$ cat config.mk
export PLATFORM = sky130hd
export DESIGN_NAME = tpu_command_queue_flat
export DESIGN_NICKNAME = d
export VERILOG_FILES = /design/src/rtl/tpu_command_queue_pkg.sv /design/src/rtl/tpu_command_queue_if.sv /design/src/rtl/tpu_command_fifo.sv /design/src/rtl/tpu_command_queue.sv /design/src/flat_wrapper.sv
export SDC_FILE = /design/constraint.sdc
export NUM_CORES = 1
export LEC_CHECK = 0
export CORE_UTILIZATION = 53
export CTS_BUF_LIST = sky130_fd_sc_hd__clkbuf_16
export DETAILED_ROUTE_END_ITERATION = 10
export GPL_TIMING_DRIVEN = 0
export PLACE_DENSITY = 0.85
export SYNTH_ARGS = -nofsm -noshare
export SYNTH_HDL_FRONTEND = slang
export SYNTH_HIERARCHICAL = 1
export SYNTH_SLANG_ARGS = --single-unit
$ cat constraint.sdc
create_clock -name clk -period 6.9 [get_ports clk]
set_clock_uncertainty 0.1 [all_clocks]
set_input_delay 1.38 -clock clk [delete_from_list [all_inputs] [get_ports clk]]
set_output_delay 1.38 -clock clk [all_outputs]
set_load 0.01 [all_outputs]
$ cat src/rtl/tpu_command_queue_pkg.sv
// Shared TPU constants: opcodes, boolean helpers, command width and the
// dispatch FSM encodings used by the command queue.
package tpu_command_queue_pkg;

  localparam logic TRUE  = 1'b1;
  localparam logic FALSE = 1'b0;

  // TPU opcodes (byte 0 of a command)
  localparam logic [7:0] OP_NOP    = 8'h00;
  localparam logic [7:0] OP_CLEAR  = 8'h01;
  localparam logic [7:0] OP_CURSOR = 8'h02;
  localparam logic [7:0] OP_PUTC   = 8'h03;

  localparam int CMD_W = 48;

  localparam logic [1:0] IDLE   = 2'd0;
  localparam logic [1:0] SETTLE = 2'd1;
  localparam logic [1:0] WAIT   = 2'd2;

  typedef enum logic [1:0] {
    ST_IDLE   = IDLE,
    ST_SETTLE = SETTLE,
    ST_WAIT   = WAIT
  } dispatch_state_t;

endpackage

$ cat src/rtl/tpu_command_queue_if.sv
// Handshake bundle between the I2C register stage, the command queue and
// the TPU. The queue uses the slave view; the environment uses master.
interface tpu_command_queue_if #(
  parameter int CMD_W = tpu_command_queue_pkg::CMD_W
);
  logic             in_execute;
  logic [CMD_W-1:0] in_command;
  logic             in_busy;
  logic             tpu_execute;
  logic [CMD_W-1:0] tpu_command;
  logic             tpu_busy;

  modport slave (
    input  in_execute, in_command, tpu_busy,
    output in_busy, tpu_execute, tpu_command
  );

  modport master (
    output in_execute, in_command, tpu_busy,
    input  in_busy, tpu_execute, tpu_command
  );
endinterface

$ cat src/rtl/tpu_command_fifo.sv
// Circular command buffer with an explicit occupancy counter and a sticky
// overflow flag. A push at full is accepted only when a pop happens in the
// same cycle; otherwise the command is dropped.
module tpu_command_fifo #(
  parameter  int DEPTH = 8,
  parameter  int CMD_W = 48,
  localparam int PTR_W = $clog2(DEPTH),
  localparam int LVL_W = $clog2(DEPTH + 1)
) (
  input  logic             clk,
  input  logic             reset,
  input  logic             push_req,
  input  logic [CMD_W-1:0] push_data,
  input  logic             pop,
  output logic [CMD_W-1:0] head,
  output logic [LVL_W-1:0] level,
  output logic             overflow
);

  localparam logic [LVL_W-1:0] FULL = LVL_W'(DEPTH);

  logic [CMD_W-1:0] mem [DEPTH];
  logic [PTR_W-1:0] wr_ptr;
  logic [PTR_W-1:0] rd_ptr;
  logic             full;
  logic             pop_ok;
  logic             push;

  assign full   = (level == FULL);
  assign pop_ok = pop && (level != '0);
  assign push   = push_req && (!full || pop_ok);
  assign head   = mem[rd_ptr];

  // Storage is not reset; only written entries are ever read.
  always_ff @(posedge clk) begin
    if (push) mem[wr_ptr] <= push_data;
  end

  // Pointers, occupancy and sticky overflow.
  always_ff @(posedge clk or posedge reset) begin
    if (reset) begin
      wr_ptr   <= '0;
      rd_ptr   <= '0;
      level    <= '0;
      overflow <= 1'b0;
    end else begin
      if (push)   wr_ptr <= wr_ptr + 1'b1;
      if (pop_ok) rd_ptr <= rd_ptr + 1'b1;
      case ({push, pop_ok})
        2'b10:   level <= level + 1'b1;
        2'b01:   level <= level - 1'b1;
        default: level <= level;
      endcase
      if (push_req && full && !pop_ok) overflow <= 1'b1;
    end
  end

endmodule

$ cat src/rtl/tpu_command_queue.sv
// Command queue between the I2C register stage and the TPU: buffers
// commands and issues them one at a time with a registered execute pulse.
//
// state  | meaning
// IDLE   | waiting for a queued command and an idle TPU
// SETTLE | pulse just issued; TPU is latching it, tpu_busy not yet valid
// WAIT   | waiting for the TPU to drop tpu_busy
module tpu_command_queue
  import tpu_command_queue_pkg::*;
#(
  parameter  int DEPTH = 8,
  parameter  int CMD_W = tpu_command_queue_pkg::CMD_W,
  localparam int LVL_W = $clog2(DEPTH + 1)
) (
  input  logic                    clk,
  input  logic                    reset,
  tpu_command_queue_if.slave      bus,
  output logic [LVL_W-1:0]        level,
  output logic                    overflow
);

  localparam logic [LVL_W-1:0] ALMOST_FULL = LVL_W'(DEPTH - 1);

  dispatch_state_t  state;
  dispatch_state_t  state_nxt;
  logic             issue;
  logic [CMD_W-1:0] head;
  logic             tpu_execute_q;
  logic [CMD_W-1:0] tpu_command_q;

  tpu_command_fifo #(
    .DEPTH (DEPTH),
    .CMD_W (CMD_W)
  ) u_fifo (
    .clk       (clk),
    .reset     (reset),
    .push_req  (bus.in_execute),
    .push_data (bus.in_command),
    .pop       (issue),
    .head      (head),
    .level     (level),
    .overflow  (overflow)
  );

  // Upstream samples busy a cycle ahead, so flag one entry early.
  assign bus.in_busy     = (level >= ALMOST_FULL);
  assign bus.tpu_execute = tpu_execute_q;
  assign bus.tpu_command = tpu_command_q;

  // Dispatch state register.
  always_ff @(posedge clk or posedge reset) begin
    if (reset) state <= ST_IDLE;
    else       state <= state_nxt;
  end

  // Next-state and issue decode.
  always_comb begin
    state_nxt = state;
    issue     = FALSE;
    case (state)
      ST_IDLE: begin
        if ((level != '0) && !bus.tpu_busy) begin
          issue     = TRUE;
          state_nxt = ST_SETTLE;
        end
      end
      ST_SETTLE: state_nxt = ST_WAIT;
      ST_WAIT:   if (!bus.tpu_busy) state_nxt = ST_IDLE;
      default:   state_nxt = ST_IDLE;
    endcase
  end

  // Registered TPU outputs; command holds until the next issue.
  always_ff @(posedge clk or posedge reset) begin
    if (reset) begin
      tpu_execute_q <= 1'b0;
      tpu_command_q <= '0;
    end else begin
      tpu_execute_q <= issue;
      if (issue) tpu_command_q <= head;
    end
  end

endmodule

$ cat src/flat_wrapper.sv
// flat-port wrapper written by rule: the top's interface ports become plain ports
module tpu_command_queue_flat import tpu_command_queue_pkg::*;
#(
  parameter  int DEPTH = 8,
  parameter  int CMD_W = tpu_command_queue_pkg::CMD_W,
  localparam int LVL_W = $clog2(DEPTH + 1)
)
  (clk, reset, level, overflow, bus_in_execute, bus_in_command, bus_tpu_busy, bus_in_busy, bus_tpu_execute, bus_tpu_command);
  tpu_command_queue_if #(.CMD_W(CMD_W)) bus_i ();
  input  logic clk;
  input  logic reset;
  output logic [LVL_W-1:0] level;
  output logic overflow;
  input wire logic [$bits(bus_i.in_execute)-1:0] bus_in_execute;
  input wire logic [$bits(bus_i.in_command)-1:0] bus_in_command;
  input wire logic [$bits(bus_i.tpu_busy)-1:0] bus_tpu_busy;
  output wire logic [$bits(bus_i.in_busy)-1:0] bus_in_busy;
  output wire logic [$bits(bus_i.tpu_execute)-1:0] bus_tpu_execute;
  output wire logic [$bits(bus_i.tpu_command)-1:0] bus_tpu_command;
  assign bus_i.in_execute = bus_in_execute;
  assign bus_i.in_command = bus_in_command;
  assign bus_i.tpu_busy = bus_tpu_busy;
  assign bus_in_busy = bus_i.in_busy;
  assign bus_tpu_execute = bus_i.tpu_execute;
  assign bus_tpu_command = bus_i.tpu_command;
  tpu_command_queue #(.DEPTH(DEPTH), .CMD_W(CMD_W)) u_core (.clk(clk), .reset(reset), .bus(bus_i), .level(level), .overflow(overflow));
endmodule
==> impl_metrics.py <==
metrics = {
    "placed_design": {
        "dp_hpwl_um": 21800,
        "post-place-ws_ns": 1.12,
        "post-place-cells": 1278,
        "port_buffers": 106,
        "gp_congestion": 0.735,
    },
    "logic_synthesis": {
        "synth_commonest_cells": "384 x edfxtp_1, 96 x mux4_2, 62 x dfrtp_1, 57 x mux2_2, 39 x mux2_4",
        "syn-cell-area_um2": 17200,
        "synth-seq-area-share_pct": 76.2,
        "syn_inst": 740,
        "avgSynthCellArea_um2": 23.2,
        "async_flop_share_pct": 13.9,
        "yosysMostFrequentCell": "edfxtp_1",
        "yosysWarnings": 6,
        "synth_ff_type": "edfxtp_1",
        "yosysTopAreaCell": "edfxtp_1",
        "synth_edf_count": 384,
        "synth.top_cell.area_share_pct": 67.2,
        "synth_nets": 795,
        "ys_ff_latch": 446,
        "ys_top_cells_by_area": "edfxtp_1 67%, mux4_2 13%, dfrtp_1 9.0%",
        "synth_cell_types": 43,
    },
    "global_route": {
        "antenna_found_initial": 3,
        "grt_start_max_net_pins": 35,
        "grt_overflow_total": 0,
        "grt_pass1_wl_um": 54500,
        "grt_pass1_vias": 8803,
        "gr-usage-all-layers_pct": 22.7,
    },
    "routing": {
        "wl_um": 35900,
        "drcViolationCount": 0,
        "dr.pass1.iters": 5,
        "wl_per_cell_um": 26.5,
        "drtIter0Drc": 685,
        "via_count": 8161,
        "vias_per_cell": 6.01,
        "ant_nets": 0,
    },
    "clock_tree": {
        "postCtsHoldBufs": 0,
        "htreeDepth": 2,
        "clock_latency_ns": 0.53,
        "cts_root_buffer": "clkbuf_16",
        "cts_setup_buffers": 0,
        "path_clk_slew_ns": 0.06,
        "cts_buffer_depth": 3,
        "tritoncts": "built",
        "clock-sinks": 446,
        "cts_resized": 0,
        "cts-buffers-inserted": 43,
    },
    "finish": {
        "synthToLayoutAreaGrowth_pct": 20.0,
        "drive_above_1_share_pct": 32.8,
        "instances_no_fill": 1357,
        "fillers": 2002,
        "final_net_count": 976,
        "diodes": 0,
    },
    "run": {
        "cap_violations": 0,
    },
    "die": {
        "dieWidth_um": 182,
        "dieArea_um2": 33100,
        "core_um2": 31700,
        "fp-row-count": 65,
        "fp.dieH_um": 182,
        "io_pins": 107,
        "start_util_pct": 54.1,
    },
    "setup_path": {
        "cp-end-kind": "flip-flop",
        "worstPathRequired_ns": 7.03,
        "worst_setup_path_start_kind": "input pin",
        "r2r_slack_ns": 2.34,
        "crit_type": "in -> reg",
        "worst_ep_arrival_time_ns": 5.37,
        "worstPathMaxFanout": 13,
    },
    "power_and_ir_drop": {
        "p_leak_nw": 7.00,
        "power_density_nw_per_um2": 437,
        "irDropWorstVdd_mv": 0.350,
        "total_power_w": 0.00900,
    },
    "timing": {
        "hold_viol": 0,
        "setup_tns_ns": 0,
        "setup_viol": 0,
        "worstMarginPinSlew_ns": 1.33,
        "slew_headroom_pct": 10.8,
        "period_share_pct": 75.9,
        "fin_crit_ns": 5.24,
        "worst_slack_ns": 1.66,
        "slew_viol_final": 0,
        "rsz0062_at_grt": "false",
        "fmax_mhz": 191,
    },
    "min_path": {
        "hold_class": "reg -> reg",
    },
    "status": {
        "status": "completed",
    },
}
## metrics by stage
stage	area (um^2)	hold slack, ns	util [%]
after CTS	20600	0.384	64.9
after global routing	20600	0.413	64.9
final	20600	0.384	64.9
after global placement	18700	0.370	59.0
after floorplan	17200	0.369	-
after detailed placement	19200	0.367	60.5
## final timing paths
kind | startpoint | to | cells after the start
worst max-delay path | bus_tpu_busy | u_core/u_fifo/mem[1][7] | 10
worst min-delay path | u_core/u_fifo/overflow | u_core/u_fifo/overflow | 1
worst max register to register | u_core/u_fifo/level[0] | u_core/u_fifo/mem[1][7] | 10
worst min register to register | u_core/u_fifo/overflow | u_core/u_fifo/overflow | 1
max in group asynchronous | reset | u_core/bus.tpu_command[9] | 3
min in group asynchronous | reset | u_core/state[1] | 2
## area by class of cell
| type | count | area, um^2 | area share [%] |
|---|---|---|---|
| flip-flops and latches | 446 | 13100 | 63.5 |
| plain buffers | 36 | 209 | 1.01 |
| well taps | 402 | 503 | 2.44 |
| multi-input cells | 254 | 3910 | 19.0 |
| inverters | 4 | 15.0 | 0.0729 |
| clock buffers | 45 | 1130 | 5.47 |
| repair buffers | 136 | 1480 | 7.18 |
| clock inverters | 34 | 268 | 1.30 |
## power breakdown
group | internal (W) | total (W) | switching, W
clock | 0.00136 | 0.00232 | 0.000957
combinational | 0.00162 | 0.00298 | 0.00136
sequential | 0.00348 | 0.00371 | 0.000230
## registers in the layout (all words and copies together), names as in the netlist
register                flops
u_core/u_fifo/mem         384
u_core/bus.tpu_execute      1
u_core/u_fifo/level         4
u_core/state                2
u_core/u_fifo/rd_ptr        3
u_core/u_fifo/wr_ptr        3
u_core/bus.tpu_command     48
u_core/u_fifo/overflow      1
## logic make-up (layout without fill, tap and decap cells)
family,after synthesis,count (layout),synth area share (%)
and+or+nand+nor,33,33,1.17
xor gates and xnor gates,5,5,0.255
muxes,196,196,20.0
adders and majority gates,3,3,0.219
AOI/OAI and AO/OA,17,17,0.788
DFF,446,446,76.2
buffers and inverters,40,255,1.31
## worst max-delay path, cell delays in order
cell and delay [ns]:
clkdlybuf4s50_1 0.46, nor4_2 1.08, buf_6 0.27, buf_6 0.23
nand2b_1 0.22, o211ai_1 0.32, nor3_2 0.80, buf_8 0.24
buf_6 0.18, buf_6 0.17
## layout by cell type (no fill, tap or decap), types with 6 or more instances in the layout
cell	instances
mux2_2	57
clkdlybuf4s50_1	106
dfrtp_1	62
mux4_2	96
nand2_1	6
buf_8	7
clkinv_1	9
buf_6	21
clkinv_2	7
buf_2	14
edfxtp_1	384
inv_1	16
clkbuf_16	45
clkbuf_1	14
mux2_4	39
## routing by layer
metal	vias up	global-route usage [%]	wire, um	part of all wire (%)
met2	336	39.6	18800	52
met4	2	6.39	792	2.2
met5	-	0	13	0.036
li1	3443	-	-	-
met1	4322	29.8	14100	39
met3	58	3.67	2240	6.2
Note: power is estimated with default switching activity, not from simulation.
